<file path="src/rtl/binary_to_bcd.sv">
// Sequential binary-to-BCD converter using the shift-add-3 (double dabble)
// algorithm. One bit is shifted per pass. Between shifts, each BCD digit is
// visited and adjusted, which keeps the datapath to a single 4-bit adder.
`timescale 1ns/1ps

module binary_to_bcd #(
  parameter int INPUT_WIDTH    = 8,
  parameter int DECIMAL_DIGITS = 2
) (
  input  logic                          i_Clock,
  input  logic                          i_Reset,
  input  logic [INPUT_WIDTH-1:0]        i_Binary,
  input  logic                          i_Start,
  output logic [4*DECIMAL_DIGITS-1:0]   o_BCD,
  output logic                          o_DV
);

  // Index widths never drop below one bit, so single-digit or single-bit
  // configurations still elaborate.
  localparam int DIG_W   = (DECIMAL_DIGITS > 1) ? $clog2(DECIMAL_DIGITS) : 1;
  localparam int SHIFT_W = (INPUT_WIDTH > 1) ? $clog2(INPUT_WIDTH) : 1;
  localparam int BCD_W   = 4 * DECIMAL_DIGITS;

  localparam logic [DIG_W-1:0]   LAST_DIGIT = DIG_W'(DECIMAL_DIGITS - 1);
  localparam logic [SHIFT_W-1:0] LAST_SHIFT = SHIFT_W'(INPUT_WIDTH - 1);

  typedef enum logic [2:0] {
    IDLE,
    SHIFT,
    CHECK_SHIFT_INDEX,
    ADD,
    CHECK_DIGIT_INDEX,
    BCD_DONE
  } state_t;

  state_t                 state_q,    state_d;
  logic [INPUT_WIDTH-1:0] binary_q,   binary_d;
  logic [BCD_W-1:0]       bcd_q,      bcd_d;
  logic [BCD_W-1:0]       bcdOut_q,   bcdOut_d;
  logic [DIG_W-1:0]       digitIdx_q, digitIdx_d;
  logic [SHIFT_W-1:0]     shiftIdx_q, shiftIdx_d;
  logic                   dv_q,       dv_d;

  // State and datapath registers; reset drops everything back to idle at once.
  always_ff @(posedge i_Clock or posedge i_Reset) begin
    if (i_Reset) begin
      state_q    <= IDLE;
      binary_q   <= '0;
      bcd_q      <= '0;
      bcdOut_q   <= '0;
      digitIdx_q <= '0;
      shiftIdx_q <= '0;
      dv_q       <= 1'b0;
    end else begin
      state_q    <= state_d;
      binary_q   <= binary_d;
      bcd_q      <= bcd_d;
      bcdOut_q   <= bcdOut_d;
      digitIdx_q <= digitIdx_d;
      shiftIdx_q <= shiftIdx_d;
      dv_q       <= dv_d;
    end
  end

  // Next-state and datapath updates for the shift / adjust sequence.
  always_comb begin
    state_d    = state_q;
    binary_d   = binary_q;
    bcd_d      = bcd_q;
    bcdOut_d   = bcdOut_q;
    digitIdx_d = digitIdx_q;
    shiftIdx_d = shiftIdx_q;
    dv_d       = 1'b0;

    unique case (state_q)
      IDLE: begin
        if (i_Start) begin
          binary_d = i_Binary;
          bcd_d    = '0;
          state_d  = SHIFT;
        end
      end

      SHIFT: begin
        bcd_d    = {bcd_q[BCD_W-2:0], binary_q[INPUT_WIDTH-1]};
        binary_d = binary_q << 1;
        state_d  = CHECK_SHIFT_INDEX;
      end

      CHECK_SHIFT_INDEX: begin
        if (shiftIdx_q == LAST_SHIFT) begin
          shiftIdx_d = '0;
          state_d    = BCD_DONE;
        end else begin
          shiftIdx_d = shiftIdx_q + 1'b1;
          state_d    = ADD;
        end
      end

      ADD: begin
        for (int k = 0; k < DECIMAL_DIGITS; k++) begin
          if (digitIdx_q == DIG_W'(k) && bcd_q[4*k +: 4] > 4'd4) begin
            bcd_d[4*k +: 4] = bcd_q[4*k +: 4] + 4'd3;
          end
        end
        state_d = CHECK_DIGIT_INDEX;
      end

      CHECK_DIGIT_INDEX: begin
        if (digitIdx_q == LAST_DIGIT) begin
          digitIdx_d = '0;
          state_d    = SHIFT;
        end else begin
          digitIdx_d = digitIdx_q + 1'b1;
          state_d    = ADD;
        end
      end

      BCD_DONE: begin
        bcdOut_d = bcd_q;
        dv_d     = 1'b1;
        state_d  = IDLE;
      end

      default: begin
        state_d = IDLE;
      end
    endcase
  end

  assign o_BCD = bcdOut_q;
  assign o_DV  = dv_q;

endmodule

</file>
<file path="config.mk">
export PLATFORM = sky130hd
export DESIGN_NAME = binary_to_bcd
export DESIGN_NICKNAME = d
export VERILOG_FILES = /design/src/rtl/binary_to_bcd.sv
export SDC_FILE = /design/constraint.sdc
export NUM_CORES = 1
export LEC_CHECK = 0
export ABC_AREA = 1
export CAP_MARGIN = 25
export CORE_UTILIZATION = 45
export DETAILED_ROUTE_END_ITERATION = 6
export PLACE_DENSITY = 0.67
export SYNTH_ARGS = -nofsm -noshare
export SYNTH_HDL_FRONTEND = slang
export SYNTH_SLANG_ARGS = --single-unit
</file>
<file path="constraint.sdc">
create_clock -name i_Clock -period 1.7 [get_ports i_Clock]
set_input_delay 0.51 -clock i_Clock [delete_from_list [all_inputs] [get_ports i_Clock]]
set_output_delay 0.51 -clock i_Clock [all_outputs]
set_load 0.02 [all_outputs]
</file>
* Word level (Yosys, flattened, before mapping)
Index checks and enable logic that the tools add are counted.
Storage, ports and cells: bits in registers 32, bits of input ports 11
Cells by class: mux-type cells 13, add/subtract/negate cells 4, reduce and logical (&&, ||, !) cells 8, $lt $le $gt $ge 2, equal/unequal tests 9, bitwise operators 1
Operators with widths (number):
- one-hot mux 8 bit (3 select lines) | 1
- 2-to-1 mux 8 bit | 2
- one-hot mux 8 bit (2 select lines) | 1
- one-hot mux 3 bit (5 select lines) | 1
- equality test 3 bit (second input constant) | 3
- 2-to-1 mux 3 bit | 3
- adder 4 x 2 -> 4 bit (second input constant) | 2
- > comparator 4 x 3 -> 1 bit (second input constant) | 2
- 2-to-1 mux 4 bit | 2
- equality test 3 x 2 -> 1 bit (second input constant) | 2
- != test 2 bit (second input constant) | 3
- AND reduction 3 bit | 2
- adder 3 x 1 -> 3 bit (second input constant) | 1
- equality test 3 x 1 -> 1 bit (second input constant) | 1
- zero test 3 bit | 1
- nonzero test 3 bit | 1
- logical AND 1 bit | 2
- 2-to-1 mux 1 bit | 2
- 2-to-1 mux 2 bit | 1
- AND reduction 2 bit | 1
- nonzero test 2 bit | 1
- adder 1 bit (second input constant) | 1
- NOT 1 bit | 1

* Logic depth before layout (Yosys ltp)
depth after elaboration 4, depth in mapped cells 10

* Worst setup path before layout
Ideal clock, no wire load.
path kind reg-to-reg, start point register state_q[0], end point register binary_q[1], cell stages (with the launch flop) 6, period minus slack after synthesis 1.197 ns, path slack 0.503 ns, path buffers 0, setup time 0.071 ns, data arrival time 1.126 ns, cells stage by stage dfrtp_1 -> nor2_1 -> nand3_2 -> nand2_1 -> nor2_1 -> nor2_1
On the way: cells in the longest elaborated chain, start to end 3
RTL lines:
- start, declared | line 36 | state_t state_q, state_d;
- start signal, assigned | line 55 | state_q <= state_d;
- equality test 3 x 1 -> 1 bit or zero test 3 bit (tied branches) | line 75 | unique case (state_q)
- nonzero test 2 bit (no source line) or != test 2 bit (tied branches)
- AND reduction 2 bit (no source line)
- end signal, assigned | line 56 | binary_q <= binary_d;
- end, declared | line 37 | logic [INPUT_WIDTH-1:0] binary_q, binary_d;
Parallel ways exist; a longest one is shown, timed or not. A chain may end at the register's enable or synchronous reset.

* Worst setup path in the final report
start point register bcdOut_q[5] (netlist: o_BCD[5]), end point output port o_BCD[5]
RTL lines:
- start, declared | line 39 | logic [BCD_W-1:0] bcdOut_q, bcdOut_d;
- start signal, assigned | line 58 | bcdOut_q <= bcdOut_d;
- end, declared | line 14 | output logic [4*DECIMAL_DIGITS-1:0] o_BCD,
No word-level cell between the ends.

==> results by group <==
Run status
  • Status: finished clean

Drt
  • Starting DRT DRC Count: 57
  • DR DRC count: 0
  • Via count: approximately 1300
  • First drt pass iteration count: 4
  • Via density: 4.955
  • Per-cell routed wire length: between 10 and 15 µm
  • Routed wire length: 2958 µm
  • Antenna Nets Post-Route: 0

STA
  • Skew final: 0.008778 ns
  • Worst slew pin tran: 0.4929 ns
  • Setup WS post-layout: 0.1551 ns
  • Slew Limit Fails: 0
  • Hold WS: 0.4775 ns
  • Period Utilization, post-route: 0.9088
  • Final setup viols: 0
  • Final Hold Violating Endpoints: 0
  • Crit path time final: between 1.5 and 2 ns
  • RSZ-0062 raised after global routing: false
  • Peak Freq: 647.3 MHz
  • Slew headroom: 0.6705

Final layout
  • Highest-count cells in the layout ignoring fill and taps: 70 x nand2_1, 32 x dfrtp_1, 21 x inv_1
  • Commonest non-fill, non-tap cell in the layout: nand2_1
  • Fillers: around 320
  • Register area: approximately 800 µm²
  • Final Util: 0.5886
  • Layout Nets: approximately 240
  • Final Instance Area: 0.001871 mm²
  • Area of the multi-input gates: 653.1 µm²
  • Fraction of layout cells with a size suffix above 1: 0.06306
  • Antenna diodes: 0
  • Synth-to-Final Area Change: 20.18%

Synth
  • Register area share after synthesis: 0.5145
  • FF+latch count, synth: 32
  • Net count after synthesis: around 210
  • Syn Inst Count: 194
  • Yosys warnings: 0
  • Post-synth cell types: 15
  • Syn_area_per_cell: 8.023 µm²
  • Netlist Area Pre-Place: 0.001556 mm²

Floorplanning
  • Core ar.: 0.003178 mm²
  • Initial Util: 0.4898
  • # IOs: 20
  • Die H: 60.81 µm
  • Cell Rows: 20
  • Die X-Extent: 60.81 µm
  • Die ar.: about 0.0037 mm²

Global routing
  • Pin count of the biggest net entering global routing: 33
  • Remaining global-route overflow: 0
  • Vias in the first global route: 1142
  • Antenna violations before repair: 0
  • Gr usage total: 0.1830
  • First-pass GRT wire length: 4843 µm

CTS
  • Clk slew on worst S/H paths: 0.09 ns
  • Worst skew pair latency: 0.33 ns
  • Clk buf depth: 2
  • PostCTS Resize Cnt: 9
  • CTS sink count: 32
  • Setup bufs post-CTS: 0
  • CTS tree: done
  • Post-CTS Hold Fix Bufs: 0
  • H-Tree Depth: 2
  • Num CTS Buffers: 5
  • Clk root buf: clkbuf_4

Power
  • Clock network fraction of design power: 0.123
  • Worst IR Drop VDD: between 0.9 and 1 mV
  • Register share of total power: 0.402
  • Lkg Pwr: 1.009 nW
  • Comb pwr share: 0.475
  • P_int: 1.771 mW
  • Pwr dens: roughly 1700 mW/mm²
  • Sw Ratio: 0.4383
  • Sw Pwr: between 1 and 1.5 mW

Worst setup path
  • CP bufs+invs: 1
  • Slowest stage delay, CP: a little under 0.4 ns
  • Arr. time, crit path: roughly 1 ns
  • Worst Path Max Fanout: 2
  • WS Path Type: reg2out
  • CP max stage cell: dfrtp_1
  • Crit path cell chain: dlygate4sd2_1
  • Crit path max-delay family: flip-flops
  • Startpoint class of the critical path: flip-flop
  • Crit end category: output pin
  • CP required: 1.19 ns

Placement
  • Hpwl dp: 2179 µm
  • Post-Place Setup Slack: -0.1206 ns
  • Placed inst area: 0.001836 mm²
  • Port bufs: 19
  • Routability Congestion: 0.7786

Run
  • Max Cap Viol: 0

Worst hold path
  • Worst min-delay path category: reg2reg
==> per-layer routing <==
layer  vias to the layer above  routed length (µm)  global-route usage
li1                        674                   -                   -
met1                       609                1350              0.2108
met2                        30                1433              0.3093
met3                         5                 122             0.05757
met4                         0                  53             0.08766
met5                         -                   0                   0
==> worst paths after layout <==
check	start	end	slack, ns	cells after the start
worst max-delay path	o_BCD[5]	o_BCD[5]	0.16	1
worst min-delay path	o_BCD[2]	o_BCD[2]	0.48	2
worst max register to register	state_q[1]	bcd_q[6]	0.22	7
worst min register to register	o_BCD[2]	o_BCD[2]	0.48	2
max in group asynchronous	i_Reset	binary_q[2]	1.01	3
min in group asynchronous	i_Reset	o_BCD[3]	0.51	3
==> final cells by class <==
type                            count  area share
Sequential cell                    32      0.4281
Clock inverter                      1    0.002676
Clock buffer                        6     0.02207
Tap cell                           44     0.02943
Multi-Input combinational cell    137      0.3492
Inverter                           21     0.04214
Timing Repair Buffer               25      0.1264
==> flip-flops by register name, summed over array words and instances (netlist names) <==
register	flops
binary_q	8
digitIdx_q	1
o_DV	1
o_BCD	8
state_q	3
bcd_q	8
shiftIdx_q	3
==> metrics by stage <==
stage | power (mW) | instances | TNS [ns]
detailed placement | 2.839 | 259 | -0.7249
floorplan | 2.333 | 194 | 0
global route | 3.447 | 266 | 0
global placement | 2.770 | 259 | -0.1906
CTS | 3.185 | 266 | 0
finish | 3.153 | 266 | 0
==> cells in the mapped netlist, drive strengths merged <==
| master | number | area, µm² |
|---|---|---|
| nand3 | 15 | 85.08 |
| buf | 2 | 16.26 |
| inv | 21 | 78.83 |
| dfrtp | 32 | 800.8 |
| ha | 6 | 75.07 |
| nor2 | 18 | 67.56 |
| clkbuf | 2 | 7.510 |
| a21oi | 3 | 15.01 |
| o21ai | 12 | 60.06 |
| nand2 | 70 | 262.8 |
| o211ai | 1 | 7.510 |
| xor2 | 2 | 17.52 |
| o22ai | 10 | 62.56 |
==> power by group through the flow <==
stage	sequential (mW)	clock [mW]	combinational, mW
after detailed placement	1.29	0	1.55
after global placement	1.27	0	1.50
final	1.27	0.389	1.50
after global routing	1.31	0.442	1.69
after floorplan	1.33	0	1.01
after CTS	1.27	0.412	1.50
==> tightest hold or removal path: cells and delay by family, from the launching register on <==
family	cells	cell delay, ns
flip-flops	1	0.35
AND/OR/NAND/NOR	2	0.10
==> cell families (layout without fill, tap and decap cells) <==
family / after synthesis / count (layout) / share of synthesized area
buffers and inverters: 25 / 53 / 0.06592
xor gates and xnor gates: 2 / 2 / 0.01126
adders and majority gates: 6 / 6 / 0.04823
DFF: 32 / 32 / 0.5145
and+or+nand+nor: 103 / 103 / 0.2669
AOI/OAI and AO/OA: 26 / 26 / 0.09325
(Power assumes the default switching activity.)
